===== src/rtl/uart_tx.sv =====
// Byte-wide UART transmitter: start bit, 8 data bits LSB-first, optional parity, 1 or 2 stop bits.
// Each bit lasts exactly CLOCK_FREQ/BAUD_RATE clocks; the serial line is driven from a register.
module uart_tx #(
    parameter int CLOCK_FREQ = 50_000_000,
    parameter int BAUD_RATE  = 9600,
    parameter int PARITY     = 0,
    parameter int STOP_BITS  = 1
) (
    input  logic       clk,
    input  logic       rst,
    input  logic [7:0] i_data,
    input  logic       i_data_valid,
    output logic       o_ready,
    output logic       o_uart_tx,
    output logic       o_busy,
    output logic       o_done,
    output logic [2:0] o_state
);

    localparam int N     = CLOCK_FREQ / BAUD_RATE;
    localparam int CNT_W = (N < 2) ? 1 : $clog2(N);
    localparam logic [CNT_W-1:0] CNT_LAST = CNT_W'(N - 1);

    if (PARITY < 0 || PARITY > 2) begin : g_bad_parity
        $error("uart_tx: PARITY must be 0 (none), 1 (odd) or 2 (even)");
    end
    if (STOP_BITS != 1 && STOP_BITS != 2) begin : g_bad_stop
        $error("uart_tx: STOP_BITS must be 1 or 2");
    end
    if (N < 2) begin : g_bad_divisor
        $error("uart_tx: CLOCK_FREQ / BAUD_RATE must be at least 2");
    end

    typedef enum logic [2:0] {
        S_IDLE   = 3'd0,
        S_START  = 3'd1,
        S_DATA   = 3'd2,
        S_PARITY = 3'd3,
        S_STOP   = 3'd4
    } state_t;

    state_t           state_q, state_d;
    logic [CNT_W-1:0] cnt_q,   cnt_d;
    logic [2:0]       idx_q,   idx_d;
    logic             stop_q,  stop_d;
    logic [7:0]       shreg_q, shreg_d;
    logic             par_q,   par_d;
    logic             tx_q,    tx_d;
    logic             done_q,  done_d;
    logic             bit_end;

    always_ff @(posedge clk or posedge rst) begin
        if (rst) begin
            state_q <= S_IDLE;
            cnt_q   <= '0;
            idx_q   <= '0;
            stop_q  <= 1'b0;
            shreg_q <= '0;
            par_q   <= 1'b0;
            tx_q    <= 1'b1;
            done_q  <= 1'b0;
        end else begin
            state_q <= state_d;
            cnt_q   <= cnt_d;
            idx_q   <= idx_d;
            stop_q  <= stop_d;
            shreg_q <= shreg_d;
            par_q   <= par_d;
            tx_q    <= tx_d;
            done_q  <= done_d;
        end
    end

    // The line value for the next bit is loaded on the edge that ends the current one,
    // so tx_q always changes exactly on bit boundaries.
    always_comb begin
        state_d = state_q;
        cnt_d   = cnt_q;
        idx_d   = idx_q;
        stop_d  = stop_q;
        shreg_d = shreg_q;
        par_d   = par_q;
        tx_d    = tx_q;
        done_d  = 1'b0;
        bit_end = (cnt_q == CNT_LAST);

        if (state_q != S_IDLE) begin
            cnt_d = bit_end ? '0 : cnt_q + 1'b1;
        end

        case (state_q)
            S_IDLE: begin
                tx_d = 1'b1;
                if (i_data_valid) begin
                    state_d = S_START;
                    cnt_d   = '0;
                    idx_d   = '0;
                    stop_d  = 1'b0;
                    shreg_d = i_data;
                    par_d   = (^i_data) ^ (PARITY == 1);
                    tx_d    = 1'b0;
                end
            end
            S_START: begin
                if (bit_end) begin
                    state_d = S_DATA;
                    tx_d    = shreg_q[0];
                end
            end
            S_DATA: begin
                if (bit_end) begin
                    if (idx_q == 3'd7) begin
                        if (PARITY != 0) begin
                            state_d = S_PARITY;
                            tx_d    = par_q;
                        end else begin
                            state_d = S_STOP;
                            tx_d    = 1'b1;
                        end
                    end else begin
                        idx_d   = idx_q + 3'd1;
                        shreg_d = shreg_q >> 1;
                        tx_d    = shreg_q[1];
                    end
                end
            end
            S_PARITY: begin
                if (bit_end) begin
                    state_d = S_STOP;
                    tx_d    = 1'b1;
                end
            end
            S_STOP: begin
                tx_d = 1'b1;
                if (bit_end) begin
                    if (STOP_BITS == 1 || stop_q) begin
                        state_d = S_IDLE;
                        done_d  = 1'b1;
                    end else begin
                        stop_d = 1'b1;
                    end
                end
            end
            default: begin
                state_d = S_IDLE;
                tx_d    = 1'b1;
            end
        endcase
    end

    assign o_ready   = (state_q == S_IDLE);
    assign o_busy    = ~o_ready;
    assign o_uart_tx = tx_q;
    assign o_done    = done_q;
    assign o_state   = state_q;

endmodule

===== config.mk =====
export PLATFORM = sky130hd
export DESIGN_NAME = uart_tx
export DESIGN_NICKNAME = d
export VERILOG_FILES = /design/src/rtl/uart_tx.sv
export SDC_FILE = /design/constraint.sdc
export NUM_CORES = 1
export LEC_CHECK = 0
export ABC_AREA = 0
export CAP_MARGIN = 25
export CORE_MARGIN = 2
export CORE_UTILIZATION = 60
export CTS_CLUSTER_SIZE = 24
export DETAILED_ROUTE_END_ITERATION = 6
export HOLD_SLACK_MARGIN = 0.1
export PLACE_DENSITY = 0.9
export REMOVE_ABC_BUFFERS = 1
export SLEW_MARGIN = 15
export SYNTH_ARGS = -nofsm -noshare
export SYNTH_HDL_FRONTEND = slang
export SYNTH_SLANG_ARGS = --single-unit

===== constraint.sdc =====
create_clock -name clk -period 5.8 [get_ports clk]
set_clock_uncertainty 0.2 [all_clocks]
set_input_delay 1.16 -clock clk [delete_from_list [all_inputs] [get_ports clk]]
set_output_delay 1.16 -clock clk [all_outputs]
set_load 0.01 [all_outputs]

# Word-level counts from Yosys, hierarchy flattened
# Index checks and enable logic that the tools add are counted.
[classes]
reduce_logical = 6
eq_ne = 13
n_addsub = 2
n_mux = 27
bitwise = 1
[op_table]
columns = ["op", "count"]
rows = [
  ["$mux W13", 4],
  ["$mux W3", 9],
  ["$mux W8", 3],
  ["$pmux W8 S2", 1],
  ["$pmux W3 S5", 1],
  ["$ne A2 B2 Y1 const B", 7],
  ["$add A13 B1 Y13 const B", 1],
  ["$eq A13 B13 Y1 const B", 1],
  ["$mux W1", 7],
  ["$eq A3 B2 Y1 const B", 2],
  ["$eq A3 B3 Y1 const B", 2],
  ["$pmux W3 S2", 1],
  ["$reduce_and A6 Y1", 1],
  ["$pmux W1 S4", 1],
  ["$reduce_and A4 Y1", 1],
  ["$add A3 B1 Y3 const B", 1],
  ["$eq A3 B1 Y1 const B", 1],
  ["$logic_not A3 Y1", 1],
  ["$reduce_and A3 Y1", 1],
  ["$reduce_bool A3 Y1", 1],
  ["$reduce_bool A2 Y1", 1],
  ["$not A1 Y1", 1],
]
[totals]
elab_cells = 55
output_inout_bits = 7
ff_bits = 29
in_bits = 11

# Depth between registers and ports, before layout
# Gate-level depths: netlist (run 1).
[logic_depth]
ltp_word = 5
mapped_depth = 8
mapped_depth_nobuf = 6

# Least setup slack after synthesis (run 1)
# Ideal clock, no wire load.
[synth_timing]
path_kind = "reg2out"
startpoint = "reg state_q[1], in the netlist o_state[1]"
endpoint = "out o_ready"
required_ns = 4.440
arrival_ns = 1.254
n_path_buf = 2
setup_slack_ns = 3.186
stages_incl_launch_ff = 5
path_cell_list = "dfrtp_1 buf_2 or3_1 buf_2 inv_1"
[synth_between]
elab_chain_cells = 1
[synth_rtl]
columns = ["item", "line_no", "rtl"]
rows = [
  ["start: declaration", "42", "state_t state_q, state_d;"],
  ["start signal: assignment", "63", "state_q <= state_d;"],
  ["$logic_not A3 Y1", "151", "assign o_ready = (state_q == S_IDLE);"],
  ["end: declaration", "13", "output logic o_ready,"],
]
# No other way between the ends.

# Worst setup path in the final report (run 1)
[layout_timing]
startpoint = "reg state_q[0], in the netlist o_state[0]"
endpoint = "out o_ready"
# Same word-level chain as after synthesis.

==> results of run 1 <==
[worst register-to-register path: cells and delay by family (launching register included)]
family | cells | cell delay [ns]
and+or+nand+nor | 2 | 0.46
AOI/OAI and AO/OA | 1 | 0.97
muxes | 1 | 0.42
DFF | 1 | 0.41
adders and majority gates | 1 | 0.28
[stage by stage]
| step | worst slack, ns | utilization (%) |
|---|---|---|
| final | 2.29 | 75.1 |
| after floorplan | 2.89 | - |
| after global placement | 2.25 | 71.3 |
| after global routing | 2.22 | 75.1 |
| after detailed placement | 2.16 | 72.4 |
| after CTS | 2.29 | 75.1 |
[logic make-up after synthesis]
group | Yosys count | share of synthesized area [%]
and+or+nand+nor | 51 | 18.9
AOI/OAI and AO/OA | 31 | 13.9
DFF | 29 | 44.5
muxes | 21 | 15.6
buffers and inverters | 13 | 4.21
adders and majority gates | 3 | 2.30
xor gates and xnor gates | 1 | 0.536
[worst min-delay path by stage]
stage                           from  depth (start not counted)          to  slack (ns)
after floorplan           shreg_q[6]                          1  shreg_q[6]        0.27
after global placement    shreg_q[6]                          1  shreg_q[6]        0.28
after detailed placement  shreg_q[4]                          1  shreg_q[4]        0.29
after CTS                 shreg_q[6]                          1  shreg_q[6]        0.32
after global routing      shreg_q[4]                          1  shreg_q[4]        0.34
final                     shreg_q[6]                          1  shreg_q[6]        0.32
[Yosys cell counts (all sizes together)]
master,count
nand4,2
mux2i,6
dfrtp,28
inv,7
a21oi,7
o221ai,1
mux2,15
nand2,14
and3,2
xor2,1
o21ai,6
o31a,1
ha,3
nor3,1
and4,2
a22o,2
a41oi,3
nand2b,2
and4b,1
a2111oi,1
nor4,1
and4bb,1
dfstp,1
nand3b,4
nor2b,2
nor4b,1
o2111ai,1
or4,1
a31oi,8
buf,6
nor2,8
a211oi,1
nand3,7
or3,2
[state kept, by name, indices dropped and copies added (netlist names)]
signal and cells:
o_uart_tx 1, o_done 1, idx_q 3, o_state 3, shreg_q 8, cnt_q 13
[layout make-up]
cell class,instances,area [sq um],share of cell area [%]
clock inverters,1,5.00,0.264
well taps,30,37.5,1.98
clock buffers,7,65.1,3.43
multi-input cells,107,837,44.2
repair buffers,18,198,10.4
inverters,7,26.3,1.39
flip-flops and latches,29,727,38.3
[power by group]
group | total (W) | switching (W) | internal [W]
clock | 0.000144 | 0.0000737 | 0.0000702
combinational | 0.000143 | 0.0000639 | 0.0000787
sequential | 0.000328 | 0.0000761 | 0.000252
total | 0.000615 | 0.000214 | 0.000401
[cells in the final DEF, fill, tap and decap left out, types with 2 or more instances in the layout]
cell,instances
sky130_fd_sc_hd__inv_1,7
sky130_fd_sc_hd__clkbuf_4,5
sky130_fd_sc_hd__nand2b_1,2
sky130_fd_sc_hd__ha_1,3
sky130_fd_sc_hd__clkdlybuf4s50_1,17
sky130_fd_sc_hd__mux2i_1,6
sky130_fd_sc_hd__nand3_1,6
sky130_fd_sc_hd__nor2b_1,2
sky130_fd_sc_hd__nand3b_1,4
sky130_fd_sc_hd__nand2_1,14
sky130_fd_sc_hd__nand4_1,2
sky130_fd_sc_hd__a22o_1,2
sky130_fd_sc_hd__clkbuf_8,2
sky130_fd_sc_hd__dfrtp_1,28
sky130_fd_sc_hd__o21ai_0,6
sky130_fd_sc_hd__mux2_4,7
sky130_fd_sc_hd__a21oi_1,7
sky130_fd_sc_hd__a41oi_1,3
sky130_fd_sc_hd__nor2_1,8
sky130_fd_sc_hd__mux2_2,8
sky130_fd_sc_hd__a31oi_1,7
[metal layers]
layer / track usage [%] / up-vias / part of all wire (%)
met5: 0 / - / 0
met4: 9.52 / 0 / 2.2
met3: 6.74 / 10 / 4.7
met2: 37.8 / 37 / 49
met1: 27.1 / 588 / 44
li1: - / 593 / -
==> results.txt, run 1 <==
----------------------------------------------------
[Outcome]
  Outcome ... finished, final reports clean

[Global route]
  Grt total ovfl ... 0
  GRT Resource Usage Total ... 22.7%
  Pin count of the biggest net entering global routing ... 20
  First-pass GRT wire length ... 5.57 mm
  Vias in the first global route ... 1,222
  Antenna violations before repair ... 0

[Floorplanning]
  Die ar. ... 0.00315 sq mm
  Rows ... 18
  Total core area ... 0.00252 sq mm
  Horizontal die dimension ... 56.2 um
  Overall die height ... 56.2 um
  Number of top-level pins ... 18
  Initial core utilization ... 64.7%

[Timing]
  Relative slew slack ... 32.2%
  Highest clock frequency the design can meet ... 0.285 GHz
  Actual transition at the worst max-transition pin ... 1.02 ns
  Worst hold slack after final layout ... 0.316 ns
  Number of hold violations in the final report ... 0
  Final period demand of the worst path ... 3.51 ns
  Crit share post-route ... 60.6%
  Final Max Tran Viols ... 0
  Unrepaired setup endpoints after global routing ... no
  Final total negative setup slack ... 0 ns
  Final setup violation count ... 0

[Detailed routing]
  Detail Route Antenna Nets ... 0
  Number of iterations in the first detailed-routing pass ... 4
  Drt via density ... 6.17
  Detailed-route via count ... 1,228
  Number of design-rule violations left by the first detailed-router iteration ... 37
  DRC violation count after routing ... 0
  Wirelength, routed ... 3.23 mm
  WL per Instance ... 16.2 um

[Worst setup path]
  Stage delay of the slowest cell on the critical path ... 0.58 ns
  Total stage count of the critical path ... 3
  Family with the most delay on the worst path ... buffers and inverters
  R2R depth ... 5
  Required time of the worst setup path ... 4.44 ns
  Worst R2R Setup Slack ... 2.96 ns
  Buffers and inverters on the worst path ... 2
  Worst setup path startpoint ... o_state[0]
  Sort of element at the start of the critical path ... flop
  Endpoint of the worst setup timing path ... o_ready
  Slowest cell on the critical path ... sky130_fd_sc_hd__clkdlybuf4s50_1
  Maximum fanout encountered on the critical timing path ... 11
  Data arrival time of the worst path ... 2.15 ns
  Reg-to-Reg End ... shreg_q[6]
  CP endpoint kind ... output port
  Launch point of the worst reg-to-reg path ... cnt_q[1]
  Critical-path cell list ... or3_1 > inv_1 > clkdlybuf4s50_1
  Kind of critical path ... reg -> out

[Finish]
  Syn-to-layout area delta ... 16.1%
  Layout cell share with drive strength beyond 1 ... 19.5%
  Antenna Diode Count ... 0
  Post-route standard cell area excluding fillers ... 0.00190 sq mm
  Fill cell total of the finished layout ... 197
  Layout Nets ... 182
  Final non-filler cell total ... 199

[Power and ir drop]
  Overall power consumption ... 0.000615 W
  Power density relative to cell area ... 324 mW/mm^2
  Max IR drop VDD ... 0.000291 V
  Leakage power figure ... 0.809 nW

[Placed design]
  Total placed instance area ... 0.00183 sq mm
  Cell total after placement ... 191
  Port bufs ... 17
  Routability Congestion ... 0.780
  Half-perimeter wire length after detailed placement ... 2.39 mm

[CTS]
  Clock tree from TritonCTS ... yes
  Count of hold buffers inserted by post-cts repair ... 0
  Count of buffers added by post-CTS timing repair for setup ... 0
  Clock insertion delay at the later pin of the skew report ... 0.33 ns
  Clk Tree Root Cell ... sky130_fd_sc_hd__clkbuf_4
  Clock sink total ... 29
  H-tree Lvls ... 2
  CTS clk-pin slew, worst paths ... 0.10 ns
  CTS buffer count ... 5
  # resized after CTS ... 0
  Max Buffers Root-to-Sink ... 2

[Synthesis]
  Number of flip-flops and latches in the synthesized netlist ... 29
  Cell type with the largest total area after synthesis ... sky130_fd_sc_hd__dfrtp_1
  Cell types with the largest area share after synthesis ... sky130_fd_sc_hd__dfrtp_1 (43%), sky130_fd_sc_hd__mux2_4 (6.4%), sky130_fd_sc_hd__mux2_2 (5.5%)
  Count of different cell masters after synthesis ... 42
  Gate count after technology mapping ... 149
  Yosys top cell area share ... 42.9%
  Sequential element share of the synthesized area ... 44.5%
  Avg Inst Size Synth ... 11.0 sq um
  Count of warnings emitted by yosys ... 0
  Mapped cell area ... 0.00163 sq mm

[Job]
  Count of maximum capacitance violations ... 0

[Hold path]
  Worst hold-check path type ... reg -> reg

----------------------------------------------------
Note: power is estimated with default switching activity, not from simulation.
==> run 2, diff against run 1 <==
- CORE_UTILIZATION: 60 -> 50
- PLACE_DENSITY: 0.9 -> 0.81
- clock period: 5.8 -> 3 ns (I/O delays scaled with it)
==> results.txt, run 2 (synthesized netlist as in run 1, its figures left out) <==
----------------------------------------------------
[Outcome]
  Outcome ... finished, final reports clean (unchanged)

[CTS]
  # resized after CTS ... 0 (unchanged)
  Clk Tree Root Cell ... sky130_fd_sc_hd__clkbuf_4 (unchanged)
  Max Buffers Root-to-Sink ... 2 (unchanged)
  Clock insertion delay at the later pin of the skew report ... 0.32 ns (was 0.33 ns)
  H-tree Lvls ... 2 (unchanged)
  Count of hold buffers inserted by post-cts repair ... 0 (unchanged)
  CTS buffer count ... 5 (unchanged)
  Clock tree from TritonCTS ... yes (unchanged)
  Count of buffers added by post-CTS timing repair for setup ... 0 (unchanged)
  Clock sink total ... 29 (unchanged)
  CTS clk-pin slew, worst paths ... 0.09 ns (was 0.10 ns)

[Placed design]
  Half-perimeter wire length after detailed placement ... 2.37 mm (was 2.39 mm)
  Routability Congestion ... 0.857 (was 0.780)
  Worst slack at placement ... 0.309 ns (was 2.16 ns)
  Port bufs ... 17 (unchanged)
  Total placed instance area ... 0.00185 sq mm (was 0.00183 sq mm)

[Floorplanning]
  Overall die height ... 61.1 um (was 56.2 um)
  Total core area ... 0.00308 sq mm (was 0.00252 sq mm)
  Number of top-level pins ... 18 (unchanged)
  Rows ... 20 (was 18)
  Initial core utilization ... 53.0% (was 64.7%)
  Die ar. ... 0.00374 sq mm (was 0.00315 sq mm)
  Horizontal die dimension ... 61.1 um (was 56.2 um)

[Finish]
  Post-route standard cell area excluding fillers ... 0.00191 sq mm (was 0.00190 sq mm)
  Number of flip-flops under the largest register name ... 13 (unchanged)
  Most common library cell in the layout ignoring fill and taps ... sky130_fd_sc_hd__dfrtp_1 (unchanged)
  Multi-input logic area ... 842 sq um (was 837 sq um)
  Layout cell share with drive strength beyond 1 ... 20.3% (was 19.5%)
  Layout Nets ... 185 (was 182)
  Register bank with the most flops ... cnt_q (unchanged)
  Antenna Diode Count ... 0 (unchanged)
  Registers with the highest flip-flop counts ... cnt_q (13), shreg_q (8) (unchanged)
  Fill cell total of the finished layout ... 258 (was 197)
  Leading cell types in the layout, fill and taps excluded ... sky130_fd_sc_hd__dfrtp_1 (28), sky130_fd_sc_hd__clkdlybuf4s50_1 (17), sky130_fd_sc_hd__nand2_1 (14) (unchanged)
  Syn-to-layout area delta ... 16.9% (was 16.1%)
  Sequential cell area ... 727 sq um (unchanged)

[Detailed routing]
  Wirelength, routed ... 3.24 mm (was 3.23 mm)
  DRC violation count after routing ... 0 (unchanged)
  Detailed-route via count ... 1,249 (was 1,228)
  Drt via density ... 5.78 (was 6.17)
  Number of design-rule violations left by the first detailed-router iteration ... 81 (was 37)
  WL per Instance ... 15.0 um (was 16.2 um)
  Number of iterations in the first detailed-routing pass ... 4 (unchanged)
  Detail Route Antenna Nets ... 0 (unchanged)

[Timing]
  Worst hold slack after final layout ... 0.319 ns (was 0.316 ns)
  Final Max Tran Viols ... 0 (unchanged)
  Final total negative setup slack ... 0 ns (unchanged)
  Relative slew slack ... 49.9% (was 32.2%)
  Crit share post-route ... 95.8%
  Actual transition at the worst max-transition pin ... 0.750 ns (was 1.02 ns)
  Final period demand of the worst path ... 2.87 ns
  Highest clock frequency the design can meet ... 0.348 GHz
  Unrepaired setup endpoints after global routing ... no (unchanged)
  Number of hold violations in the final report ... 0 (unchanged)
  Final setup violation count ... 0 (unchanged)
  Setup ws final ... 0.127 ns (was 2.29 ns)

[Power and ir drop]
  Power density relative to cell area ... 604 mW/mm^2 (was 324 mW/mm^2)
  Overall power consumption ... 0.00115 W (was 0.000615 W)
  Max IR drop VDD ... 0.000402 V (was 0.000291 V)
  Leakage power figure ... 0.809 nW (about the same)

[Hold path]
  Hold Crit Start ... shreg_q[6] (unchanged)
  Worst hold-check path type ... reg -> reg (unchanged)

[Worst setup path]
  Sort of element at the start of the critical path ... flop (unchanged)
  Slowest cell on the critical path ... sky130_fd_sc_hd__clkdlybuf4s50_1 (unchanged)
  Buffers and inverters on the worst path ... 2 (unchanged)
  R2R depth ... 6 (was 5)
  Launch point of the worst reg-to-reg path ... cnt_q[0] (was cnt_q[1])
  Required time of the worst setup path ... 2.20 ns (was 4.44 ns)
  Data arrival time of the worst path ... 2.07 ns (was 2.15 ns)
  Stage delay of the slowest cell on the critical path ... 0.58 ns (about the same)
  Kind of critical path ... reg -> out (unchanged)
  Endpoint of the worst setup timing path ... o_ready (unchanged)
  Worst setup path startpoint ... o_state[1] (was o_state[0])
  Critical-path cell list ... or3_4 > inv_1 > clkdlybuf4s50_1 (was or3_1 > inv_1 > clkdlybuf4s50_1)
  Family with the most delay on the worst path ... buffers and inverters (unchanged)
  Reg-to-Reg End ... shreg_q[6] (unchanged)
  Worst R2R Setup Slack ... 0.58 ns (was 2.96 ns)
  CP endpoint kind ... output port (unchanged)
  Maximum fanout encountered on the critical timing path ... 11 (unchanged)
  Total stage count of the critical path ... 3 (unchanged)

[Global route]
  GRT Resource Usage Total ... 20.3% (was 22.7%)
  Antenna violations before repair ... 0 (unchanged)
  Vias in the first global route ... 1,253 (was 1,222)
  First-pass GRT wire length ... 5.50 mm (was 5.57 mm)
  Grt total ovfl ... 0 (unchanged)
  Pin count of the biggest net entering global routing ... 30 (was 20)

[Job]
  Count of maximum capacitance violations ... 0 (unchanged)

----------------------------------------------------
run 2: changes by cell type in the layout (fill, tap and decap cells not counted), sizes merged:
cell / previous run / this run
buf: 1 / 4
clkbuf: 7 / 8
clkinv: 1 / 0
run 2: per-stage QoR:
step / util [%] / instances
finish: 62.0 / 216
global route: 62.0 / 216
CTS: 61.9 / 216
detailed placement: 60.0 / 208
global placement: 60.0 / 208
floorplan: - / 143
run 2: layer usage:
layer / vias to the layer above / wire (um) / part of all wire, % / track usage, %
li1: 599 / - / - / -
met1: 610 / 1400 / 43 / 24.0
met2: 30 / 1640 / 51 / 33.6
met3: 10 / 142 / 4.4 / 6.51
met4: 0 / 60 / 1.8 / 9.32
met5: - / 0 / 0 / 0
run 2: report_power, final:
group | leakage [nW] | switching (W) | internal [W] | total, W
logic | 0.427 | 0.000121 | 0.000149 | 0.000271
clock network | 0.0326 | 0.000134 | 0.000116 | 0.000249
registers | 0.349 | 0.000145 | 0.000488 | 0.000633
run 2: worst min path at each step:
stage,to,depth (start not counted),slack (ns)
floorplan,shreg_q[6],1,0.27
global placement,shreg_q[6],1,0.29
detailed placement,shreg_q[6],1,0.30
CTS,shreg_q[6],1,0.32
global route,shreg_q[4],1,0.34
finish,shreg_q[6],1,0.32
run 2: cell type report:
type                    count  share of cell area [%]
multi-input cells         107                    44.1
flip-flops and latches     29                    38.1
repair buffers             21                    10.5
clock buffers               8                    3.08
well taps                  44                    2.88
inverters                   7                    1.38
==> run 3, diff against run 2 <==
- CORE_MARGIN: 2 -> 4
==> results.txt, run 3 (synthesized netlist as in run 1, its figures left out) <==
----------------------------------------------------
[CTS]
  CTS buffer count ... 5 (unchanged)
  Max Buffers Root-to-Sink ... 2 (unchanged)
  Count of buffers added by post-CTS timing repair for setup ... 0 (unchanged)
  CTS clk-pin slew, worst paths ... 0.09 ns (about the same)
  Clock sink total ... 29 (unchanged)
  H-tree Lvls ... 2 (unchanged)
  Clock tree from TritonCTS ... yes (unchanged)
  Clock insertion delay at the later pin of the skew report ... 0.33 ns (was 0.32 ns)
  Clk Tree Root Cell ... sky130_fd_sc_hd__clkbuf_4 (unchanged)

[Timing]
  Highest clock frequency the design can meet ... 0.347 GHz (was 0.348 GHz)
  Relative slew slack ... 50.8% (was 49.9%)
  Final total negative setup slack ... 0 ns (unchanged)
  Final Max Tran Viols ... 0 (unchanged)
  Unrepaired setup endpoints after global routing ... no (unchanged)
  Actual transition at the worst max-transition pin ... 0.735 ns (was 0.750 ns)
  Number of hold violations in the final report ... 0 (unchanged)
  Crit share post-route ... 96.0% (was 95.8%)
  Final setup violation count ... 0 (unchanged)
  Final period demand of the worst path ... 2.88 ns (was 2.87 ns)

[Finish]
  Most common library cell in the layout ignoring fill and taps ... sky130_fd_sc_hd__dfrtp_1 (unchanged)
  Final non-filler cell total ... 215 (was 216)
  Layout Nets ... 185 (unchanged)
  Leading cell types in the layout, fill and taps excluded ... sky130_fd_sc_hd__dfrtp_1 (27), sky130_fd_sc_hd__clkdlybuf4s50_1 (17), sky130_fd_sc_hd__nand2_1 (14) (was sky130_fd_sc_hd__dfrtp_1 (28), sky130_fd_sc_hd__clkdlybuf4s50_1 (17), sky130_fd_sc_hd__nand2_1 (14))
  Register bank with the most flops ... cnt_q (unchanged)
  Registers with the highest flip-flop counts ... cnt_q (13), shreg_q (8) (unchanged)
  Layout cell share with drive strength beyond 1 ... 20.5% (was 20.3%)
  Syn-to-layout area delta ... 16.5% (was 16.9%)
  Number of flip-flops under the largest register name ... 13 (unchanged)
  Antenna Diode Count ... 0 (unchanged)

[Placed design]
  Routability Congestion ... 0.845 (was 0.857)
  Half-perimeter wire length after detailed placement ... 2.37 mm (about the same)
  Port bufs ... 17 (unchanged)
  Cell total after placement ... 208 (unchanged)

[Detailed routing]
  Detailed-route via count ... 1,256 (was 1,249)
  Number of design-rule violations left by the first detailed-router iteration ... 84 (was 81)
  Detail Route Antenna Nets ... 0 (unchanged)
  Drt via density ... 5.84 (was 5.78)
  DRC violation count after routing ... 0 (unchanged)
  Wirelength, routed ... 3.36 mm (was 3.24 mm)
  WL per Instance ... 15.6 um (was 15.0 um)
  Number of iterations in the first detailed-routing pass ... 4 (unchanged)

[Job]
  Count of maximum capacitance violations ... 0 (unchanged)

[Worst setup path]
  CP endpoint kind ... output port (unchanged)
  Data arrival time of the worst path ... 2.08 ns (was 2.07 ns)
  Maximum fanout encountered on the critical timing path ... 11 (unchanged)
  Kind of critical path ... reg -> out (unchanged)
  Sort of element at the start of the critical path ... flop (unchanged)
  Required time of the worst setup path ... 2.20 ns (about the same)

[Power and ir drop]
  Power density relative to cell area ... 605 mW/mm^2 (was 604 mW/mm^2)
  Internal cell power ... 0.000748 W (was 0.000753 W)
  Clock network fraction of total power ... 21.4% (was 21.6%)
  Max IR drop VDD ... 0.000317 V (was 0.000402 V)
  Net switching share of the total power ... 35.0% (was 34.7%)
  Net switching component of the power ... 0.000403 W (was 0.000400 W)
  Leakage power figure ... 0.804 nW (was 0.809 nW)
  Sequential Power Share ... 55.1% (was 54.9%)
  Comb power frac ... 23.4% (was 23.5%)

[Floorplanning]
  Overall die height ... 65.1 um (was 61.1 um)
  Initial core utilization ... 53.0% (unchanged)
  Horizontal die dimension ... 65.1 um (was 61.1 um)
  Total core area ... 0.00308 sq mm (unchanged)
  Die ar. ... 0.00424 sq mm (was 0.00374 sq mm)
  Rows ... 20 (unchanged)
  Number of top-level pins ... 18 (unchanged)

[Hold path]
  Worst hold-check path type ... reg -> reg (unchanged)

[Global route]
  GRT Resource Usage Total ... 17.0% (was 20.3%)
  Met1 global-route usage ... 21.6% (was 24.0%)
  Grt total ovfl ... 0 (unchanged)
  GR Util met3 ... 5.47% (was 6.51%)
  Antenna violations before repair ... 0 (unchanged)
  First-pass GRT wire length ... 5.48 mm (was 5.50 mm)
  Vias in the first global route ... 1,207 (was 1,253)
  Pin count of the biggest net entering global routing ... 30 (unchanged)
  Most crowded layer after global routing ... met2 (unchanged)
  Met2 global-route usage ... 26.9% (was 33.6%)

[Outcome]
  Outcome ... finished, final reports clean (unchanged)

----------------------------------------------------
[run 3: changes by cell type in the layout (fill, tap and decap cells not counted), sizes merged]
cell | before | now
clkbuf | 8 | 7
[run 3: critical path, stage by stage, from the launching register on]
cell and delay (ns):
sky130_fd_sc_hd__dfrtp_2 0.49, sky130_fd_sc_hd__or3_1 0.48, sky130_fd_sc_hd__inv_1 0.21, sky130_fd_sc_hd__clkdlybuf4s50_1 0.58
[run 3: cell type report]
class                           count  area, sq um
Clock buffer                        7         55.1
Fill cell                         272         1180
Inverter                            7         26.3
Multi-Input combinational cell    107          837
Sequential cell                    29          728
Tap cell                           44         55.1
Timing Repair Buffer               21          200
[run 3: layer usage]
metal | part of all wire, % | up-vias | wire length [um]
li1 | - | 597 | -
met1 | 46 | 617 | 1530
met2 | 49 | 34 | 1640
met4 | 1.5 | 0 | 51
met5 | 0 | - | 0
met3 | 4.0 | 8 | 135
[run 3: what timing repair did]
action / in CTS / in global routing
hold buffers: 0 / 0
setup endpoints to repair: 0 / 1
resized for setup: 0 / 1
[run 3: power groups by stage]
stage	logic, W	clock network, W	registers (W)
after detailed placement	0.000270	0	0.000638
after global routing	0.000302	0.000270	0.000650
after global placement	0.000253	0	0.000628
after floorplan	0.000208	0	0.000601
after CTS	0.000271	0.000251	0.000630
final	0.000269	0.000247	0.000635
[run 3: final timing paths]
path,cells past startpoint,start,slack [ns],to
max reg2reg,6,cnt_q[0],0.54,shreg_q[6]
min,1,shreg_q[7],0.32,shreg_q[7]
max,3,o_state[1],0.12,o_ready
min reg2reg,1,shreg_q[7],0.32,shreg_q[7]
min in group asynchronous,3,rst,0.43,idx_q[0]
max in group asynchronous,3,rst,1.85,o_uart_tx
[run 3: through the flow]
stage                     instance area, sq um  hold WS, ns  utilization (%)  worst slack, ns  power (W)
after global routing                      1900        0.336             61.8           0.0437    0.00122
after CTS                                 1900        0.321             61.7           0.0824    0.00115
after detailed placement                  1850        0.297             60.0            0.296   0.000909
after floorplan                           1590        0.275                -            0.449   0.000809
after global placement                    1850        0.286             60.0            0.364   0.000881
final                                     1900        0.321             61.8            0.120    0.00115
